File: src/rtl/noc_fifo_buffer.sv
// noc_fifo_buffer: input-port flit FIFO for the 5-port NoC router.
// Sits between the link receiver and the route/arbitration stage. It supports
// simultaneous push/pop, a registered read port with a valid strobe, a
// synchronous flush, occupancy watermarks for upstream flow control, and
// one-cycle overflow/underflow error pulses.
//
// Occupancy is kept in its own register. The pointers therefore never need
// an extra wrap bit, and DEPTH does not have to be a power of two.

module noc_fifo_buffer #(
    parameter int WIDTH     = 16,  // flit width in bits
    parameter int DEPTH     = 5,   // storage entries, >= 2
    parameter int AF_MARGIN = 1,   // almost_full when count >= DEPTH-AF_MARGIN
    parameter int AE_MARGIN = 1    // almost_empty when count <= AE_MARGIN
) (
    input  logic                         clk,
    input  logic                         rst_n,
    // write side (link receiver)
    input  logic                         wr_en,
    input  logic [WIDTH-1:0]             wr_data,
    // read side (route/arbitration stage)
    input  logic                         rd_en,
    output logic [WIDTH-1:0]             rd_data,
    output logic                         rd_valid,
    // control
    input  logic                         flush,
    // status
    output logic [$clog2(DEPTH+1)-1:0]   count,
    output logic                         empty,
    output logic                         full,
    output logic                         almost_full,
    output logic                         almost_empty,
    output logic                         overflow,
    output logic                         underflow
);

    // ------------------------------------------------------------------
    // Derived widths and decode thresholds
    // ------------------------------------------------------------------
    localparam int CW = $clog2(DEPTH + 1);
    localparam int PW = (DEPTH > 1) ? $clog2(DEPTH) : 1;

    localparam logic [CW-1:0] FULL_LEVEL = CW'(DEPTH);
    localparam logic [CW-1:0] AF_LEVEL   = CW'(DEPTH - AF_MARGIN);
    localparam logic [CW-1:0] AE_LEVEL   = CW'(AE_MARGIN);
    localparam logic [PW-1:0] LAST_PTR   = PW'(DEPTH - 1);

    // ------------------------------------------------------------------
    // State
    // ------------------------------------------------------------------
    logic [WIDTH-1:0] mem [DEPTH];
    logic [PW-1:0]    wptr;
    logic [PW-1:0]    rptr;
    logic [CW-1:0]    count_q;
    logic [CW-1:0]    count_next;

    // Per-edge handshake decisions
    logic             rd_ok;
    logic             wr_ok;

    // Pointer advance. The wrap uses an explicit compare against the last
    // index rather than masking, so non-power-of-two depths work.
    function automatic logic [PW-1:0] next_ptr(input logic [PW-1:0] ptr);
        return (ptr == LAST_PTR) ? '0 : ptr + 1'b1;
    endfunction

    // ------------------------------------------------------------------
    // Status decodes: purely combinational from the registered count, so
    // they add no latency.
    // ------------------------------------------------------------------
    assign count        = count_q;
    assign empty        = (count_q == '0);
    assign full         = (count_q == FULL_LEVEL);
    assign almost_full  = (count_q >= AF_LEVEL);
    assign almost_empty = (count_q <= AE_LEVEL);

    // ------------------------------------------------------------------
    // Acceptance. A read never depends on a same-cycle write, so an empty
    // FIFO never falls through. A write into a full FIFO is accepted only
    // when a read frees a slot on the same edge.
    // ------------------------------------------------------------------
    assign rd_ok = rd_en & ~empty;
    assign wr_ok = wr_en & (~full | rd_ok);

    // Next occupancy: +1 for a lone push, -1 for a lone pop, else unchanged.
    always_comb begin
        // NOTE: give every always_comb output a default first; a path that
        // leaves it unassigned would infer a latch.
        count_next = count_q;
        unique case ({wr_ok, rd_ok})
            2'b10:   count_next = count_q + 1'b1;
            2'b01:   count_next = count_q - 1'b1;
            default: count_next = count_q;
        endcase
    end

    // Storage write port. Flush drops a same-cycle write.
    // NOTE: the storage array is deliberately not reset. Empty slots are
    // never read, and leaving out the reset lets the array map onto plain
    // RAM/flops without a reset tree.
    always_ff @(posedge clk) begin
        if (!flush && wr_ok) begin
            mem[wptr] <= wr_data;
        end
    end

    // Control state: pointers, count, registered read port and error pulses.
    // NOTE: sequential state uses non-blocking assignments only, so every
    // register samples pre-edge values regardless of statement order.
    always_ff @(posedge clk or negedge rst_n) begin
        if (!rst_n) begin
            wptr      <= '0;
            rptr      <= '0;
            count_q   <= '0;
            rd_data   <= '0;
            rd_valid  <= 1'b0;
            overflow  <= 1'b0;
            underflow <= 1'b0;
        end else if (flush) begin
            // Flush wins over any request. rd_data keeps its last value.
            wptr      <= '0;
            rptr      <= '0;
            count_q   <= '0;
            rd_valid  <= 1'b0;
            overflow  <= 1'b0;
            underflow <= 1'b0;
        end else begin
            if (wr_ok) begin
                wptr <= next_ptr(wptr);
            end
            if (rd_ok) begin
                rd_data <= mem[rptr];
                rptr    <= next_ptr(rptr);
            end
            rd_valid  <= rd_ok;
            count_q   <= count_next;
            overflow  <= wr_en & ~wr_ok;
            underflow <= rd_en & ~rd_ok;
        end
    end

endmodule

File: config.mk
export PLATFORM = sky130hd
export DESIGN_NAME = noc_fifo_buffer
export DESIGN_NICKNAME = d
export VERILOG_FILES = /design/src/rtl/noc_fifo_buffer.sv
export SDC_FILE = /design/constraint.sdc
export NUM_CORES = 1
export LEC_CHECK = 0
export BUFFER_PORTS_ARGS = -buffer_cell sky130_fd_sc_hd__buf_2
export CORE_MARGIN = 2
export CORE_UTILIZATION = 60
export DETAILED_ROUTE_END_ITERATION = 10
export PLACE_DENSITY = 0.83
export SKIP_CTS_REPAIR_TIMING = 1
export SLEW_MARGIN = 20
export SYNTH_ARGS = -nofsm -noshare
export SYNTH_HDL_FRONTEND = slang
export SYNTH_SLANG_ARGS = --single-unit
File: constraint.sdc
create_clock -name clk -period 5.1 [get_ports clk]
set_clock_uncertainty 0.15 [all_clocks]
set_input_delay 1.02 -clock clk [delete_from_list [all_inputs] [get_ports clk]]
set_output_delay 1.02 -clock clk [all_outputs]
set_load 0.005 [all_outputs]
==> results of run 1 <==
kinds of logic (layout without fill, tap and decap cells):
logic type               after synthesis  count (layout)  synth area share (%)
flip-flops                           108             108                  71.6
AO/OA/AOI/OAI                         63              63                  8.38
AND/OR/NAND/NOR                       56              56                  7.11
multiplexers                          33              33                  7.74
buffers and inverters                 26              76                  2.83
adder cells (fa/ha/maj)                8               8                  2.31
where the power goes:
group	total (mW)	switching [mW]	leakage, nW	internal, mW
Sequential	1.10	0.0744	1.09	1.03
Clock	0.481	0.286	0.0928	0.195
Combinational	0.351	0.180	0.652	0.171
final cells by class:
type | instances | area share (%)
multi-input cells | 160 | 23.3
repair buffers | 51 | 5.54
inverters | 9 | 0.698
clock buffers | 10 | 2.85
well taps | 96 | 2.48
flip-flops and latches | 108 | 64.2
clock inverters | 6 | 0.983
per-stage QoR:
stage / hold WS (ns) / util, % / cells / cell area [um^2]
final: 0.332 / 70.0 / 440 / 4840
after global routing: 0.385 / 70.0 / 440 / 4840
after CTS: 0.337 / 70.0 / 440 / 4830
after detailed placement: 0.315 / 67.3 / 424 / 4650
after global placement: 0.306 / 67.3 / 424 / 4650
after floorplan: 0.323 / - / 294 / 4330
layout by cell type (no fill, tap or decap), types with 2 or more instances in the layout:
| cell type | Yosys | final |
|---|---|---|
| clkbuf_8 | 0 | 10 |
| inv_1 | 8 | 8 |
| nand2b_4 | 2 | 2 |
| nor3_2 | 0 | 2 |
| nand4b_1 | 2 | 2 |
| nand2_1 | 23 | 23 |
| nor2_1 | 7 | 7 |
| ha_1 | 8 | 8 |
| clkinv_4 | 0 | 3 |
| a21oi_1 | 24 | 24 |
| dfrtp_1 | 28 | 27 |
| edfxtp_1 | 80 | 80 |
| buf_2 | 7 | 46 |
| o21ai_0 | 15 | 15 |
| nand2b_1 | 3 | 3 |
| nand4_1 | 4 | 4 |
| nor3b_1 | 3 | 2 |
| buf_4 | 2 | 5 |
| o22ai_1 | 16 | 16 |
| mux2i_1 | 32 | 32 |
| o21ai_1 | 4 | 4 |
worst max-delay path, stage by stage:
cell and delay, ns:
buf_2 0.18, nand3b_1 0.26, nand4_1 0.26, nor3b_2 0.64, buf_4 0.31
flip-flops by register name (all words and copies together), names as in the netlist:
| signal | cells |
|---|---|
| mem | 80 |
| overflow | 1 |
| wptr | 3 |
| rd_data | 16 |
| count | 3 |
| rptr | 3 |
| rd_valid | 1 |
| underflow | 1 |
how the worst max path moves through the flow:
stage / start / endpoint / slack [ns] / cells after the start
floorplan: rd_en / mem[4][0] / 1.72 / 4
global placement: rd_en / mem[4][15] / 2.11 / 5
detailed placement: rd_en / mem[4][15] / 2.01 / 5
CTS: rd_en / mem[4][9] / 2.36 / 5
global route: rd_en / mem[4][0] / 2.24 / 5
finish: rd_en / mem[4][0] / 2.33 / 5
per-layer routing:
layer | track usage, % | vias to the layer above
li1 | - | 1180
met1 | 27.2 | 1247
met2 | 35.3 | 70
met3 | 3.51 | 12
met4 | 10.4 | 0
met5 | 0 | -
==> out/results.ini, run 1 <==
[synthesis]
synth_area_um2 = 4330
synth_edf_count = 80
seq_area_frac_synth_pct = 71.6
synth.distinct_cells = 36
async_flop_share_pct = 25.9
synth_flop_cell = edfxtp_1
yosysMostFrequentCell = edfxtp_1
yosys-top-cells-area = edfxtp_1 55%, dfrtp_1 16%, mux2i_1 7.4%
synth-seq-cells = 108
synth_top_area_cell = edfxtp_1
yosys_warnings = 0
yosysTopAreaCellShare_pct = 55.5
syn_inst = 294
synth_common_cells = 80 x edfxtp_1, 32 x mux2i_1, 28 x dfrtp_1, 24 x a21oi_1, 23 x nand2_1
syn-num-nets = 323
syn_area_per_cell_um2 = 14.7

[routing]
wl_per_cell_um = 17.4
dr.pass1.iters = 4
drt_iter0_markers = 218
met2_length_um = 3960
drt-total-wl_um = 7680
met1_length_um = 3260
highest_layer = met4
vias = 2509
avgViaCountPerCell = 5.70
ant_nets = 0
drc = 0
dr_wl_met3_um = 310

[global_routing]
grt_pass1_vias = 2433
antenna_found_initial = 0
grt_pass1_wl_um = 12100
grt_max_degree = 36
grt_remaining_overflow = 0
grtUsageTotal_pct = 21.2

[floorplanning]
rows = 30
fp.dieH_um = 89.0
initial_core_util_pct = 62.7
die_w_um = 89.0
coreArea_um2 = 6910
io_pins = 47
die_area_um2 = 7910

[worst_hold_path]
whs_endpoint = rd_data[4]
hold_depth = 2
hold_start = rd_data[4]
worstHoldPathType = flop to flop

[finish]
drive_above_1_share_pct = 23.3
nets = 368
nFillCells = 501
regArea_um2 = 3100
antenna-diode-count = 0
multi_input_area_um2 = 1130
area_delta_synth_final_pct = 11.7

[clocking]
ctsLongestPathBuffers = 2
cts.sinks = 108
cts_tree = yes
clk_latency_ns = 0.36
cts_made_buffers = 9
htree_levels = 3
root_buffer = clkbuf_8
clkTransAtPathRegs_ns = 0.10

[outcome]
status = finished clean

[placed_design]
gp_congestion = 0.819
port_buffers = 46
hpwl_um = 4730
dp_slack_ns = 2.01

[critical_path]
worstSetupEndpointType = flop
cp_data_required_time_ns = 5.02
rrSetupSlack_ns = 2.42
crit_path_start_kind = input pin
worstSetupPathType = input pin to flop
reg2reg_to = mem[4][0]
crit_arrival_ns = 2.68
regToRegStartpoint = count[1]
worst-path-max-fanout = 10
r2r_cells = 6

[power_and_ir_drop]
p_per_area_nw_per_um2 = 400
vdd_drop_max_v = 0.000175
cellLeakagePower_nw = 1.83
p_total_mw = 1.93

[sta]
fmax_mhz = 361
relSlewSlack_pct = 31.0
hold_viol_final = 0
finalWorstSetupSlack_ns = 2.33
finalCriticalPeriod_ns = 2.77
drv_slew = 0
rsz0062_at_grt = no
period_share_pct = 54.3
tns_ns = 0
worst_pin_slew_ns = 1.03
setup_viol = 0

[flow_run]
max_cap_violations = 0

Note: power is estimated with default switching activity, not from simulation.
==> run 2, diff against run 1 <==
--- a/config.mk
+++ b/config.mk
@@ -7,9 +7,9 @@
 export LEC_CHECK = 0
 export BUFFER_PORTS_ARGS = -buffer_cell sky130_fd_sc_hd__buf_2
 export CORE_MARGIN = 2
-export CORE_UTILIZATION = 60
+export CORE_UTILIZATION = 58
 export DETAILED_ROUTE_END_ITERATION = 10
-export PLACE_DENSITY = 0.83
+export PLACE_DENSITY = 0.81
 export SKIP_CTS_REPAIR_TIMING = 1
 export SLEW_MARGIN = 20
 export SYNTH_ARGS = -nofsm -noshare
==> constraint.sdc (replaced) <==
create_clock -name clk -period 2.83 [get_ports clk]
set_clock_uncertainty 0.15 [all_clocks]
set_input_delay 0.566 -clock clk [delete_from_list [all_inputs] [get_ports clk]]
set_output_delay 0.566 -clock clk [all_outputs]
set_load 0.005 [all_outputs]
==> run 2 against run 1 <==
Net effect: routed wire length down 1.1%; sequential cell count did not move; worst setup slack got worse by 1.7 ns; clock power up 110%; clock-buffer cell count rose by 2; global-route usage decreased by 1.4 points; core utilization down 2.3 points; critical path type is now flop to output port; largest power group unchanged.
==> out/results.ini, run 2 (synthesis gave the netlist of run 1 again) <==
[outcome]
status = finished clean

[finish]
top_register = mem
antenna-diode-count = 0  ; unchanged
final_common_cell = edfxtp_1
reg.largest.list = mem: 80 flops, rd_data: 16 flops
largest_reg_flops = 80  ; unchanged
stdcell_area_um2 = 4910  ; +1.5%
area_delta_synth_final_pct = 13.3
nets = 372  ; +1.1%
drive_above_1_share_pct = 23.6  ; +0.31 points
postLayoutCoreUtil_pct = 67.7  ; -2.3 points
layout_common_cells = 80 x edfxtp_1, 46 x buf_2, 32 x mux2i_1

[clocking]
htree_levels = 3  ; unchanged
cts_tree = yes
clk_latency_ns = 0.37  ; about the same
root_buffer = clkbuf_8
cts.sinks = 108  ; unchanged
cts_made_buffers = 9  ; unchanged
ctsLongestPathBuffers = 2  ; unchanged
clkTransAtPathRegs_ns = 0.10  ; about the same

[critical_path]
worstSetupEndpointType = output port
rrSetupSlack_ns = 0.65  ; -1.77 ns
crit_path_start_kind = flop
reg2reg_to = mem[4][13]
r2r_cells = 6  ; unchanged
crit_slowest_cell = dfrtp_1
crit_arrival_ns = 1.49  ; -1.19 ns
critPathMaxStageDelay_ns = 0.44  ; -0.20 ns
worst-path-max-fanout = 6  ; -4
regToRegStartpoint = count[1]
cp_data_required_time_ns = 2.11  ; -2.91 ns
path_cells = inv_1 > ha_1 > nand2b_4 > inv_2 > buf_2
worstSetupPathType = flop to output port

[sta]
hold_viol_final = 0  ; unchanged
setup_viol = 0  ; unchanged
worst_pin_slew_ns = 0.638  ; -0.397 ns
rsz0062_at_grt = no
finalCriticalPeriod_ns = 2.20
fmax_mhz = 454
hold_slack_ns = 0.0556  ; -0.276 ns
tns_ns = 0  ; unchanged
period_share_pct = 77.9
drv_slew = 0  ; unchanged
relSlewSlack_pct = 57.5  ; +26 points

[placed_design]
gp_congestion = 0.835  ; +1.9%
placed_area_um2 = 4680  ; +0.70%
port_buffers = 46  ; unchanged
hpwl_um = 4850  ; +2.4%

[global_routing]
grt_pass1_vias = 2452  ; +0.78%
grt_max_degree = 36  ; unchanged
grt_pass1_wl_um = 12100  ; +0.35%
antenna_found_initial = 0  ; unchanged
grtUsageTotal_pct = 19.8  ; -1.4 points
grt_remaining_overflow = 0  ; unchanged

[power_and_ir_drop]
vdd_drop_max_v = 0.000332  ; +89%
p_int_mw = 2.64  ; +89%
power_frac_seq_pct = 53.4  ; -3.6 points
p_switching_mw = 0.985  ; +82%
p_per_area_nw_per_um2 = 737  ; +84%
pwr-share-comb_pct = 18.8  ; +0.7 points
cellLeakagePower_nw = 1.88  ; +2.5%
clkPwrFrac_pct = 27.8  ; +2.9 points
switching_share_pct = 27.2  ; -0.75 points

[floorplanning]
rows = 31  ; +3.3%
coreArea_um2 = 7250  ; +5.0%
fp.dieH_um = 90.4  ; +1.6%
io_pins = 47  ; unchanged
die_w_um = 90.4  ; +1.6%
initial_core_util_pct = 59.7  ; -3.0 points
die_area_um2 = 8180  ; +3.3%

[routing]
ant_nets = 0  ; unchanged
drt_iter0_markers = 186  ; -15%
dr.pass1.iters = 4  ; unchanged
avgViaCountPerCell = 5.58  ; -2.1%
vias = 2496  ; -0.52%
drt-total-wl_um = 7590  ; -1.1%
wl_per_cell_um = 17.0  ; -2.7%
drc = 0  ; unchanged

[worst_hold_path]
worstHoldPathType = input pin to async pin

[flow_run]
max_cap_violations = 0  ; unchanged

run 2: cell count changes in the layout (fill, tap and decap cells not counted), sizes merged:
cell      delta
buf          +4
clkinvlp     -1
clkinv       -3
clkbuf       +2
inv          +2
run 2: layer usage:
| metal | wire length [um] | vias up | GRT usage [%] |
|---|---|---|---|
| li1 | - | 1192 | - |
| met4 | 157 | 0 | 10.6 |
| met1 | 3140 | 1217 | 24.6 |
| met2 | 3910 | 74 | 33.2 |
| met5 | 0 | - | 0 |
| met3 | 379 | 13 | 3.42 |
run 2: how the worst max path moves through the flow:
stage / from / endpoint / slack, ns
floorplan: rd_en / mem[0][0] / 0.02
global placement: rd_en / mem[4][12] / 0.73
detailed placement: rd_en / mem[4][12] / 0.66
CTS: count[1] / empty / 0.60
global route: count[1] / mem[4][14] / 0.49
finish: count[1] / empty / 0.63
run 2: area by class of cell:
cell class / count / area, um^2
fillers: 509 / 2340
inverters: 9 / 33.8
clock buffers: 12 / 188
flip-flops and latches: 108 / 3100
clock inverters: 4 / 42.5
repair buffers: 55 / 298
well taps: 99 / 124
multi-input cells: 160 / 1120
run 2: through the flow:
step / worst slack [ns] / instances / total power, mW
finish: 0.626 / 447 / 3.62
global route: 0.492 / 447 / 3.82
CTS: 0.603 / 447 / 3.65
detailed placement: 0.660 / 431 / 2.66
global placement: 0.729 / 431 / 2.63
floorplan: 0.0182 / 294 / 2.40
run 2: worst max-delay path, delay by kind of cell (launching register included):
| kind | cells | cell delay, ns |
|---|---|---|
| DFF | 1 | 0.44 |
| and+or+nand+nor | 1 | 0.10 |
| buffers and inverters | 3 | 0.36 |
| adders and majority gates | 1 | 0.24 |
run 2: power by group through the flow:
stage / clock network [mW] / registers (mW) / logic [mW]
3_3_place_gp: 0 / 1.96 / 0.667
5_1_grt: 1.10 / 1.95 / 0.764
2_1_floorplan: 0 / 1.98 / 0.426
6_report: 1.01 / 1.93 / 0.681
4_1_cts: 1.03 / 1.93 / 0.690
3_5_place_dp: 0 / 1.97 / 0.687
